### src/rtl/mmio_timer.sv
// mmio_timer: memory-mapped down-counter timer on the core's data-memory port.
// Eight-word register window at BASE_ADDR. Writes land on the clock edge and
// reads are combinational, so the block behaves exactly like dmem to the core.
// Optional build macro MMIO_TIMER_IRQ_EN adds the CTRL.IE bit and a registered
// irq output. Without it, irq is tied low and CTRL[2] is absent.
module mmio_timer #(
  parameter logic [31:0] BASE_ADDR = 32'h0000_0400,
  parameter int unsigned PS_W      = 16
) (
  input  logic        clk,
  input  logic        reset,
  input  logic        memwrite,
  input  logic [31:0] dataadr,
  input  logic [31:0] writedata,
  output logic [31:0] readdata,
  output logic        sel,
  output logic        irq
);

  localparam logic [2:0] OFF_CTRL   = 3'd0;
  localparam logic [2:0] OFF_LOAD   = 3'd1;
  localparam logic [2:0] OFF_COUNT  = 3'd2;
  localparam logic [2:0] OFF_STATUS = 3'd3;
  localparam logic [2:0] OFF_PS     = 3'd4;

  logic [2:0]      off;
  logic            wr_ctrl;
  logic            wr_load;
  logic            wr_count;
  logic            wr_status;
  logic            wr_ps;
  logic            en;
  logic            ar;
  logic            ie;
  logic [31:0]     load;
  logic [31:0]     count;
  logic            exp_flag;
  logic [PS_W-1:0] prescale;
  logic [PS_W-1:0] pcnt;
  logic            tick;
  logic            expire;
  logic            unused_adr;

  // Byte-lane bits carry no meaning for word registers.
  assign unused_adr = ^dataadr[1:0];

  assign sel       = (dataadr[31:5] == BASE_ADDR[31:5]);
  assign off       = dataadr[4:2];
  assign wr_ctrl   = memwrite && sel && (off == OFF_CTRL);
  assign wr_load   = memwrite && sel && (off == OFF_LOAD);
  assign wr_count  = memwrite && sel && (off == OFF_COUNT);
  assign wr_status = memwrite && sel && (off == OFF_STATUS);
  assign wr_ps     = memwrite && sel && (off == OFF_PS);

  // A tick fires on the cycle the prescaler reaches PRESCALE; expiry is a
  // tick that finds the counter already at zero.
  assign tick   = en && (pcnt == prescale);
  assign expire = tick && (count == 32'd0);

  // Prescaler: restarts whenever the timebase is disturbed or a tick fires.
  always_ff @(posedge clk) begin
    if (reset || !en || wr_count || wr_ps || tick) pcnt <= '0;
    else                                          pcnt <= pcnt + PS_W'(1);
  end

  // Counter: software write wins over the tick update; never wraps below 0.
  always_ff @(posedge clk) begin
    if (reset) begin
      count <= 32'd0;
    end else if (wr_count) begin
      count <= writedata;
    end else if (tick) begin
      if (count != 32'd0) count <= count - 32'd1;
      else if (ar)        count <= load;
    end
  end

  // EN/AR: a CTRL write wins over the one-shot self-disable.
  always_ff @(posedge clk) begin
    if (reset) begin
      en <= 1'b0;
      ar <= 1'b0;
    end else if (wr_ctrl) begin
      en <= writedata[0];
      ar <= writedata[1];
    end else if (expire && !ar) begin
      en <= 1'b0;
    end
  end

`ifdef MMIO_TIMER_IRQ_EN
  // Interrupt enable bit.
  always_ff @(posedge clk) begin
    if (reset)        ie <= 1'b0;
    else if (wr_ctrl) ie <= writedata[2];
  end

  // Registered interrupt: follows EXP & IE one cycle later.
  always_ff @(posedge clk) begin
    if (reset) irq <= 1'b0;
    else       irq <= exp_flag & ie;
  end
`else
  assign ie  = 1'b0;
  assign irq = 1'b0;
`endif

  // LOAD and PRESCALE are plain software-written registers.
  always_ff @(posedge clk) begin
    if (reset) begin
      load     <= 32'd0;
      prescale <= '0;
    end else begin
      if (wr_load) load     <= writedata;
      if (wr_ps)   prescale <= writedata[PS_W-1:0];
    end
  end

  // Sticky EXP: an expiry on the same edge beats a write-one-to-clear.
  always_ff @(posedge clk) begin
    if (reset)                        exp_flag <= 1'b0;
    else if (expire)                  exp_flag <= 1'b1;
    else if (wr_status && writedata[0]) exp_flag <= 1'b0;
  end

  // Combinational read mux; unselected or unused offsets read as zero.
  always_comb begin
    readdata = 32'd0;
    if (sel) begin
      case (off)
        OFF_CTRL:   readdata[2:0]      = {ie, ar, en};
        OFF_LOAD:   readdata           = load;
        OFF_COUNT:  readdata           = count;
        OFF_STATUS: readdata[0]        = exp_flag;
        OFF_PS:     readdata[PS_W-1:0] = prescale;
        default:    readdata           = 32'd0;
      endcase
    end
  end

endmodule

### config.mk
export PLATFORM = sky130hd
export DESIGN_NAME = mmio_timer
export DESIGN_NICKNAME = d
export VERILOG_FILES = /design/src/rtl/mmio_timer.sv
export SDC_FILE = /design/constraint.sdc
export NUM_CORES = 1
export LEC_CHECK = 0
export ABC_AREA = 1
export CORE_MARGIN = 1.5
export CORE_UTILIZATION = 55
export DETAILED_ROUTE_END_ITERATION = 6
export HOLD_SLACK_MARGIN = 0.15
export PLACE_DENSITY = 0.81
export SYNTH_ARGS = -nofsm -noshare
export SYNTH_HDL_FRONTEND = slang
export SYNTH_SLANG_ARGS = --single-unit
export TNS_END_PERCENT = 30
### constraint.sdc
create_clock -name clk -period 2.4 [get_ports clk]
set_clock_uncertainty 0.2 [all_clocks]
set_input_delay 0.48 -clock clk [delete_from_list [all_inputs] [get_ports clk]]
set_output_delay 0.48 -clock clk [all_outputs]
set_load 0.01 [all_outputs]
=== After elaboration in Yosys (flattened, before gate mapping) ===
Index checks and enable logic that the tools add are counted.

* Input port bits: 67
* Register bits: 99
* Logic and storage cells: 52

* Equality and inequality tests: 6
* $add $sub $neg: 2
* Reductions and logical operators: 24
* Mux-type cells: 13

{| class="wikitable"
|+ Operators by type and width
! cell !! count
|-
| $mux W32 || 5
|-
| $pmux W13 S3 || 1
|-
| $logic_not A32 Y1 || 1
|-
| $pmux W16 S2 || 1
|-
| $reduce_bool A32 Y1 || 1
|-
| $sub A32 B1 Y32 const B || 1
|-
| $eq A27 B6 Y1 const B || 1
|-
| $add A16 B1 Y16 const B || 1
|-
| $eq A16 B16 Y1 || 1
|-
| $logic_and A1 B1 Y1 || 10
|-
| $pmux W2 S4 || 1
|-
| $eq A3 B2 Y1 const B || 2
|-
| $reduce_bool A2 Y1 || 3
|-
| $pmux W1 S5 || 1
|-
| $logic_or A1 B1 Y1 || 4
|-
| $mux W1 || 4
|-
| $eq A3 B1 Y1 const B || 1
|-
| $eq A3 B3 Y1 const B || 1
|-
| $logic_not A3 Y1 || 1
|-
| $reduce_bool A3 Y1 || 1
|-
| $logic_not A1 Y1 || 2
|-
| $reduce_and A2 Y1 || 1
|}

=== Longest topological paths before layout ===
Gate-level depths: netlist (run 1).

* Depth after elaboration: 6
* Depth in mapped cells: 13
* Gate-level depth less buffers: 13

=== Worst setup path after synthesis (run 1) ===
No wires, ideal clock.

* Path type: input to output
* Start point: input dataadr[28]
* End point: output readdata[22]
* Path buffers: 1
* Stages: 8
* Arrival: 1.621 ns
* Slack: 0.099 ns
* Required time: 1.720 ns
* Cell sequence: nor2_1 > nand2_1 > nor2_1 > nand3_1 > nor2_4 > clkinv_1 > clkbuf_1 > a21oi_1

* Word-level cells in the longest chain between the ends: 2

{| class="wikitable"
|+ RTL lines
! item !! line !! RTL
|-
| from (decl) || 13 || <nowiki>input logic [31:0] dataadr,</nowiki>
|-
| $eq A27 B6 Y1 || 47 || <nowiki>assign sel = (dataadr[31:5] == BASE_ADDR[31:5]);</nowiki>
|-
| via sel || 16 || <nowiki>output logic sel,</nowiki>
|-
| $mux W32 || 129 || <nowiki>if (sel) begin</nowiki>
|-
| to (decl) || 15 || <nowiki>output logic [31:0] readdata,</nowiki>
|}

The timed path passes the listed nets, and every way through them passes these cells.

=== Worst setup path after layout (run 1) ===
* Start point: input dataadr[30]
* End point: output readdata[8]

* Word-level cells in the longest chain between the ends: 2

{| class="wikitable"
|+ RTL lines
! item !! line
|-
| $eq A27 B6 Y1 || 47
|-
| $mux W32 || 129
|}

Every way passes these cells.

==> impl_metrics.csv, run 1 <==
group,metric,value,unit
layout,syn2layout_area_growth,30.5,%
layout,fillers,976,
yosys,async_flop_share,0,
layout,drive_gt1_frac,0.180,
hold_path,hold_class,"flip-flop to flip-flop",
routing,wl_met3,2.94,mm
sta,final.setup.worst_slack,-0.0975,ns
routing,wl_met1,10.2,mm
routing,ant_nets,0,
clocking,cts_root_buf,"clkbuf_16",
layout,final_util,0.732,
floorplanning,dieArea,12900,um^2
yosys,ys_warn_count,0,
floorplanning,rows,40,
clocking,cts_tree,"built",
setup_path,cp_cell_sequence,"dlygate4sd2_1 > nor2_2 > nand3_2 > nor2_4 > o31ai_4 > buf_6 > a31oi_1 > buf_2",
sta,timing.final.crit_share,1.04,
power_and_ir_drop,p_leak,0.00391,uW
yosys,syn_area,6710,um^2
global_routing,grt_pass1_wl,39.1,mm
status,failed_checks,"negative setup slack",
routing,wl_per_cell,17.5,um
clocking,clock_latency,0.36,ns
placed_design,pre_cts_ws,-1.20,ns
routing,met2_length,10.6,mm
yosys,synth_cell_types,45,
floorplanning,ios,101,
sta,rsz0062_at_grt,"yes",
global_routing,grt_max_degree,54,
setup_path,slowest_delay,0.25,ns
routing,maxUsedRoutingLayer,"met4",
layout,seq_area,1980,um^2
sta,post-route-min-period,2.50,ns
routing,vias,8283,
layout,final_nets,1341,
setup_path,start_kind,"primary input",
sta,hold_slack,0.273,ns
global_routing,grt_pass1_vias,7558,
clocking,htreeDepth,3,
floorplanning,start_util,0.561,
sta,setup_viol,26,
layout,multi_input_area,4280,um^2
sta,finalMaxSlewViolations,0,
power_and_ir_drop,powerDensity,392,nW/um^2
yosys,synth_flop_cell,"dfxtp_1",
routing,route.detailed.drc,0,
clocking,cts_sinks,99,
run,max-cap-violations,0,
global_routing,overflow,0,
floorplanning,fp.dieW,113,um
placed_design,place_congestion,0.985,
global_routing,antenna_found_initial,0,
yosys,syn_avg_cell_area,5.95,um^2
layout,n_antenna_cell,0,
clocking,cts_buffers,9,
setup_path,critPathRequiredTime,1.72,ns
placed_design,dpl.hpwl,17.4,mm
yosys,syn_inst,1127,
routing,drt-initial-drc-count,1159,
floorplanning,coreArea,12000,um^2
yosys,syn_nets,1197,
yosys,ys_seq_area_frac,0.295,
clocking,cts.clk_slew.worst_paths,0.06,ns
routing,drt-pass1-iter-count,6,
setup_path,crit_slowest_cell,"dlygate4sd2_1",
placed_design,numPortBuffers,97,
yosys,synth-seq-cells,99,
routing,via_per_inst,5.82,
floorplanning,die_y,113,um
setup_path,crit_path_end_kind,"output port",
setup_path,worstPathArrival,1.82,ns
routing,wl,24.9,mm
yosys,synth_edf_count,0,
setup_path,cp_max_fo,7,
sta,fmax,400,MHz
clocking,clockBufferDepth,2,
setup_path,worstSetupPathType,"primary input to output port",
status,status,"complete, but fails checks",
global_routing,grt.total_usage,0.390,
power_and_ir_drop,ir_drop,0.461,mV
sta,hold_viol_final,0,
-- sequential cells by signal, summed over array words and instances, names as in the netlist --
register	cells
pcnt	16
en	1
ar	1
load	32
count	32
prescale	16
exp_flag	1
-- what timing repair did --
| action | in CTS | in global routing |
|---|---|---|
| hold buffers | 0 | 0 |
| resized for setup | 287 | 34 |
| pin swaps | 30 | 18 |
| cloned | 3 | 0 |
| setup buffers | 11 | 2 |
| endpoints found under the setup margin | 80 | 78 |
-- placed cells by master (no fill, tap or decap), types with 16 or more instances in the layout --
master / Yosys / routed
nand3_1: 71 / 70
nor2_1: 195 / 182
xor2_1: 21 / 21
a21oi_1: 96 / 79
o21ai_0: 60 / 59
buf_4: 6 / 59
buf_2: 8 / 44
buf_6: 7 / 19
clkdlybuf4s50_1: 0 / 34
a21oi_2: 1 / 16
inv_1: 100 / 97
dfxtp_1: 99 / 99
nand2_1: 324 / 323
-- report_power, final --
part           switching [uW]  internal [uW]
clock                     676            837
sequential         0.00000124           1640
combinational             141            134
total                     817           2610
-- critical path, delay by kind of cell --
kind,cells,cell delay [ns]
compound gates,2,0.32
buf+inv,3,0.59
simple gates,3,0.42
-- path summary, 6_finish.rpt --
check               from     endpoint  slack (ns)  cells after the start
max reg2reg     count[0]    count[22]        0.13                     10
max          dataadr[30]  readdata[8]        -0.1                      8
min reg2reg     load[11]     load[11]        0.27                      2
min             load[11]     load[11]        0.27                      2
-- cell type report --
type	count	area share
clock buffer	10	0.0273
clock inverter	6	0.00743
inverter	107	0.0473
multi-input combinational	876	0.488
sequential	99	0.226
tap	147	0.0210
timing repair buffer	178	0.182
-- cells in the mapped netlist, drive strengths merged (5+ instances only) --
master,instances,share of area
a21oi,97,0.073
nand2,331,0.19
or2,7,0.0065
o21ai,69,0.051
xor2,21,0.027
clkbuf,20,0.011
nor2,206,0.12
xnor2,10,0.013
nand3,75,0.060
inv,105,0.059
nand4,15,0.015
dfxtp,99,0.30
a31oi,12,0.011
o211ai,5,0.0056
nor3,7,0.0086
buf,25,0.027
o22ai,5,0.0047
-- logic make-up (layout without fill, tap and decap cells) --
| kind of cell | count (synthesis) | in the layout | share of synthesized area |
|---|---|---|---|
| buffers and inverters | 152 | 301 | 0.0979 |
| AND/OR/NAND/NOR | 649 | 649 | 0.410 |
| flip-flops | 99 | 99 | 0.295 |
| AO/OA/AOI/OAI | 192 | 192 | 0.150 |
| XOR/XNOR | 31 | 31 | 0.0405 |
| other | 1 | 1 | 0.000559 |
| adder cells (fa/ha/maj) | 3 | 3 | 0.00559 |
-- metrics by stage --
stage / area (um^2) / std cells / total power, uW / TNS, ns
finish: 8760 / 1423 / 3430 / -1.17
global route: 8760 / 1423 / 3520 / -2.50
CTS: 8620 / 1421 / 3400 / -0.267
detailed placement: 8200 / 1391 / 1910 / -66.68
global placement: 8200 / 1391 / 1910 / -62.60
floorplan: 6710 / 1127 / 1750 / 0
-- layer usage --
layer / global-route usage / vias to the layer above
li1: - / 3883
met1: 0.541 / 3760
met2: 0.573 / 527
met3: 0.100 / 113
met4: 0.172 / 0
met5: 0 / -
No activity file was read; power rests on OpenSTA's default activity.
==> run 2: changes to the inputs <==
Settings changed: TNS_END_PERCENT 30 to 50.
==> run 2 against run 1 <==
Compared with the run above: final area barely moved; sequential share of layout area about the same; the run still ends with negative setup slack left; final cell count did not move; routed wire length down 0.23%; critical path type unchanged; register-to-register slack hardly changed; non-clock buffer count unchanged; core utilization about the same; largest power group unchanged; via count shrank 0.47%; critical path depth unchanged.
==> impl_metrics.csv, run 2 (synthesis gave the netlist of run 1 again) <==
group,metric,value,unit
status,status,"complete, but fails checks",
status,failed_checks,"negative setup slack",
setup_path,crit-reg2reg-launch,"count[24]",
placed_design,post_dp_cell_area,8200,um^2
clocking,cts_buffers,9,
power_and_ir_drop,p_leak,0.00393,uW
routing,drt-pass1-iter-count,5,
setup_path,slowest_delay,0.25,ns
global_routing,antenna_found_initial,0,
layout,stdcell_count,1423,
clocking,cts_tree,"built",
placed_design,dpl.hpwl,17.4,mm
setup_path,worstSetupPathType,"primary input to output port",
sta,fmax,401,MHz
floorplanning,fp.dieW,113,um
clocking,cts.clk_slew.worst_paths,0.06,ns
sta,final.setup.worst_slack,-0.0926,ns
setup_path,timing.rr.end,"count[22]",
routing,wl_met1,10.2,mm
setup_path,crit_start,"dataadr[30]",
clocking,clock_latency,0.36,ns
sta,finalMaxSlewViolations,0,
floorplanning,coreArea,12000,um^2
hold_path,hold_class,"flip-flop to flip-flop",
power_and_ir_drop,ir_drop,0.462,mV
routing,drt-initial-drc-count,1070,
setup_path,crit_path_end_kind,"output port",
clocking,htreeDepth,3,
floorplanning,die_y,113,um
layout,drive_gt1_frac,0.180,
global_routing,grt.total_usage,0.390,
routing,wl_met3,2.79,mm
routing,wl,24.8,mm
clocking,cts_root_buf,"clkbuf_16",
sta,rsz0062_at_grt,"yes",
hold_path,min_from,"load[11]",
run,max-cap-violations,0,
floorplanning,start_util,0.561,
layout,final_nets,1341,
layout,syn2layout_area_growth,30.6,%
sta,timing.final.crit_share,1.04,
setup_path,cp_max_fo,7,
placed_design,place_congestion,0.985,
setup_path,cpLargestDelayFamily,"buffers and inverters",
sta,setup_viol,28,
setup_path,cp_cell_sequence,"dlygate4sd2_1 > nor2_2 > nand3_2 > nor2_4 > o31ai_4 > buf_6 > a31oi_1 > buf_2",
routing,ant_nets,0,
placed_design,numPortBuffers,97,
power_and_ir_drop,powerDensity,390,nW/um^2
setup_path,cp.depth,8,
clocking,clockBufferDepth,2,
setup_path,path_buf_inv,3,
global_routing,grt_pass1_vias,7558,
global_routing,grt_max_degree,54,
layout,stdcell_area,8760,um^2
floorplanning,rows,40,
global_routing,grt_pass1_wl,39.1,mm
setup_path,worstRegToRegCells,9,
routing,via_per_inst,5.79,
sta,post-route-min-period,2.49,ns
setup_path,start_kind,"primary input",
routing,route.detailed.drc,0,
setup_path,worstPathArrival,1.81,ns
routing,met2_length,10.6,mm
layout,n_antenna_cell,0,
routing,vias,8244,
floorplanning,ios,101,
floorplanning,dieArea,12900,um^2
routing,maxUsedRoutingLayer,"met4",
layout,final_cell_mix,"nand2_1, nor2_1, dfxtp_1",
placed_design,placed_cells,1391,
clocking,cts_sinks,99,
global_routing,overflow,0,
layout,final_common_cell,"nand2_1",
setup_path,critPathRequiredTime,1.72,ns
layout,top_regs,"count: 32 flops, load: 32 flops",
setup_path,critPathCapture,"readdata[8]",
setup_path,ff2ff_setup_slack,0.12,ns
routing,wl_per_cell,17.4,um
setup_path,crit_slowest_cell,"dlygate4sd2_1",
sta,hold_viol_final,0,
## run 2: report_power, final
| group | total, uW | leakage (uW) | internal (uW) | switching, uW |
|---|---|---|---|---|
| Sequential | 1640 | 0.000797 | 1640 | 0.00000125 |
| Clock | 1500 | 0.000148 | 837 | 668 |
| Combinational | 275 | 0.00298 | 134 | 141 |
## run 2: how the worst min path moves through the flow
stage,end,depth (start not counted),slack [ns]
finish,load[11],2,0.27
CTS,load[22],2,0.28
global route,load[23],2,0.30
floorplan,load[15],2,0.24
detailed placement,exp_flag,2,0.26
global placement,exp_flag,2,0.25
## run 2: metal layers
layer | vias up | global-route usage
met2 | 485 | 0.573
met5 | - | 0
met1 | 3764 | 0.541
met3 | 115 | 0.100
met4 | 0 | 0.172
li1 | 3880 | -
## run 2: through the flow
stage / setup slack (ns) / utilization / hold slack, ns / setup TNS, ns / power (uW)
after floorplan: 0.0989 / - / 0.237 / 0 / 1750
after global placement: -1.13 / 0.685 / 0.254 / -62.60 / 1910
after detailed placement: -1.20 / 0.685 / 0.264 / -66.68 / 1910
after CTS: -0.0606 / 0.721 / 0.277 / -0.267 / 3400
after global routing: -0.123 / 0.732 / 0.296 / -2.50 / 3510
final: -0.0926 / 0.732 / 0.273 / -1.32 / 3420
## run 2: worst min-delay path, stage by stage (launching register included)
cell	delay [ns]
dfxtp_1	0.31
inv_1	0.07
a21oi_1	0.05
## run 2: repair_timing
action,4_1_cts,5_1_grt
pin swaps,30,18
endpoints found under the setup margin,80,78
setup buffers,11,2
gates cloned,3,0
hold endpoints to repair,0,0
hold buffers,0,0
resized for setup,287,35
## run 2: final cells by class
class	instances	area, um^2
multi-input combinational	876	4280
fill	977	3200
sequential	99	1980
timing repair buffer	178	1600
inverter	107	414
clock buffer	10	239
tap	147	184
clock inverter	6	65.1
==> run 3: changes to the inputs <==
Settings changed: SKIP_LAST_GASP set to 1.
==> run 3 against run 2 <==
Compared with the run above: the flow still finishes with violations (negative setup slack); maximum frequency grew 0.68%; hold slack is essentially flat; sequential cell count is the same; count of clock-buffer cells in the layout is the same; register-to-register slack lost 0.02 ns; largest power group unchanged.
==> impl_metrics.csv, run 3 (synthesis gave the netlist of run 1 again) <==
group,metric,value,unit
hold_path,min_from,"load[11]",
setup_path,worstSetupPathType,"primary input to output port",
clocking,clock_latency,0.36,ns
layout,drive_gt1_frac,0.178,
floorplanning,fp.dieW,113,um
floorplanning,start_util,0.561,
setup_path,cp_max_fo,3,
routing,wl_per_cell,17.4,um
floorplanning,coreArea,12000,um^2
sta,rsz0062_at_grt,"yes",
global_routing,antenna_found_initial,0,
layout,stdcell_count,1423,
layout,top_regs,"count: 32 flops, load: 32 flops",
routing,wl,24.8,mm
sta,post-route-min-period,2.48,ns
setup_path,ff2ff_setup_slack,0.10,ns
power_and_ir_drop,p_leak,0.00393,uW
routing,drt-pass1-iter-count,6,
layout,final_nets,1341,
layout,seq_area,1980,um^2
setup_path,crit-reg2reg-launch,"count[6]",
setup_path,worstPathArrival,1.80,ns
routing,ant_nets,0,
layout,syn2layout_area_growth,30.7,%
floorplanning,dieArea,12900,um^2
clocking,cts_root_buf,"clkbuf_16",
layout,final_cell_mix,"nand2_1, nor2_1, inv_1, dfxtp_1, a21oi_1",
global_routing,grt.total_usage,0.389,
hold_path,hold_class,"flip-flop to flip-flop",
placed_design,place_congestion,0.985,
routing,vias,8224,
hold_path,holdPathEnd,"load[11]",
power_and_ir_drop,powerDensity,391,nW/um^2
floorplanning,die_y,113,um
floorplanning,ios,101,
routing,via_per_inst,5.78,
clocking,cts_tree,"built",
hold_path,hold_depth,2,
routing,drt-initial-drc-count,1098,
sta,hold_viol_final,0,
clocking,clockBufferDepth,2,
routing,route.detailed.drc,0,
sta,finalMaxSlewViolations,0,
setup_path,crit_path_end_kind,"output port",
layout,fillers,973,
setup_path,start_kind,"primary input",
sta,fmax,404,MHz
setup_path,worstRegToRegCells,11,
global_routing,grt_pass1_wl,39.0,mm
sta,timing.final.crit_share,1.03,
floorplanning,rows,40,
clocking,cts_hold_buf,0,
placed_design,dpl.hpwl,17.4,mm
sta,setup_viol,24,
setup_path,critPathRequiredTime,1.72,ns
global_routing,grt_pass1_vias,7561,
status,failed_checks,"negative setup slack",
clocking,htreeDepth,3,
layout,final_common_cell,"nand2_1",
layout,n_antenna_cell,0,
placed_design,placed_cells,1391,
clocking,cts_sinks,99,
sta,setup_tns,-0.984,ns
global_routing,overflow,0,
layout,multi_input_area,4280,um^2
clocking,cts_buffers,9,
power_and_ir_drop,ir_drop,0.453,mV
placed_design,numPortBuffers,97,
setup_path,timing.rr.end,"count[24]",
sta,final.setup.worst_slack,-0.0756,ns
clocking,cts.clk_slew.worst_paths,0.06,ns
global_routing,grt_max_degree,54,
status,status,"complete, but fails checks",
run,max-cap-violations,0,
[run 3: layer usage]
| metal | track usage | wire length, um | up-vias |
|---|---|---|---|
| met1 | 0.540 | 10300 | 3784 |
| met5 | 0 | 0 | - |
| met2 | 0.573 | 10700 | 462 |
| li1 | - | - | 3884 |
| met3 | 0.0994 | 2670 | 94 |
| met4 | 0.171 | 1090 | 0 |
[run 3: how the worst max path moves through the flow]
| stage | startpoint | end | slack [ns] | cells past startpoint |
|---|---|---|---|---|
| global route | dataadr[13] | readdata[2] | -0.12 | 12 |
| global placement | dataadr[2] | readdata[5] | -1.13 | 7 |
| finish | dataadr[30] | readdata[2] | -0.08 | 10 |
| floorplan | dataadr[28] | readdata[22] | 0.1 | 8 |
| CTS | dataadr[21] | readdata[2] | -0.06 | 12 |
| detailed placement | dataadr[2] | readdata[13] | -1.20 | 7 |
[run 3: repair_timing]
item                       4_1_cts  5_1_grt
setup endpoints to repair       80       78
gates resized for setup        285       35
pin swaps                       30       17
setup buffers                   11        2
gates cloned                     3        0
[run 3: through the flow]
step	area [um^2]	total power (uW)	hold slack [ns]	setup slack (ns)	util
2_1_floorplan	6710	1750	0.237	0.0989	-
3_3_place_gp	8200	1910	0.254	-1.13	0.685
3_5_place_dp	8200	1910	0.264	-1.20	0.685
4_1_cts	8620	3400	0.277	-0.0606	0.720
5_1_grt	8770	3520	0.296	-0.118	0.733
6_report	8770	3430	0.273	-0.0756	0.733
[run 3: final cells by class]
cell class / instances / share of cell area
Clock buffer: 10 / 0.0272
Clock inverter: 6 / 0.00742
Inverter: 107 / 0.0472
Multi-Input combinational cell: 876 / 0.488
Sequential cell: 99 / 0.226
Tap cell: 147 / 0.0210
Timing Repair Buffer: 178 / 0.183
[run 3: worst max-delay path, cell delays in order]
cell and delay (ns):
dlygate4sd2_1 0.25, nor2_2 0.14, nand3_2 0.13, nor2_4 0.15, buf_6 0.15, clkinv_8 0.07, a21oi_4 0.12, o21ai_2 0.07
nor2_1 0.09, buf_2 0.15
[run 3: power breakdown]
group	switching (uW)	internal [uW]	total, uW	leakage (uW)
sequential	0.00000124	1640	1640	0.000797
combinational	141	134	275	0.00298
clock	679	837	1520	0.000148
total	820	2610	3430	0.00393
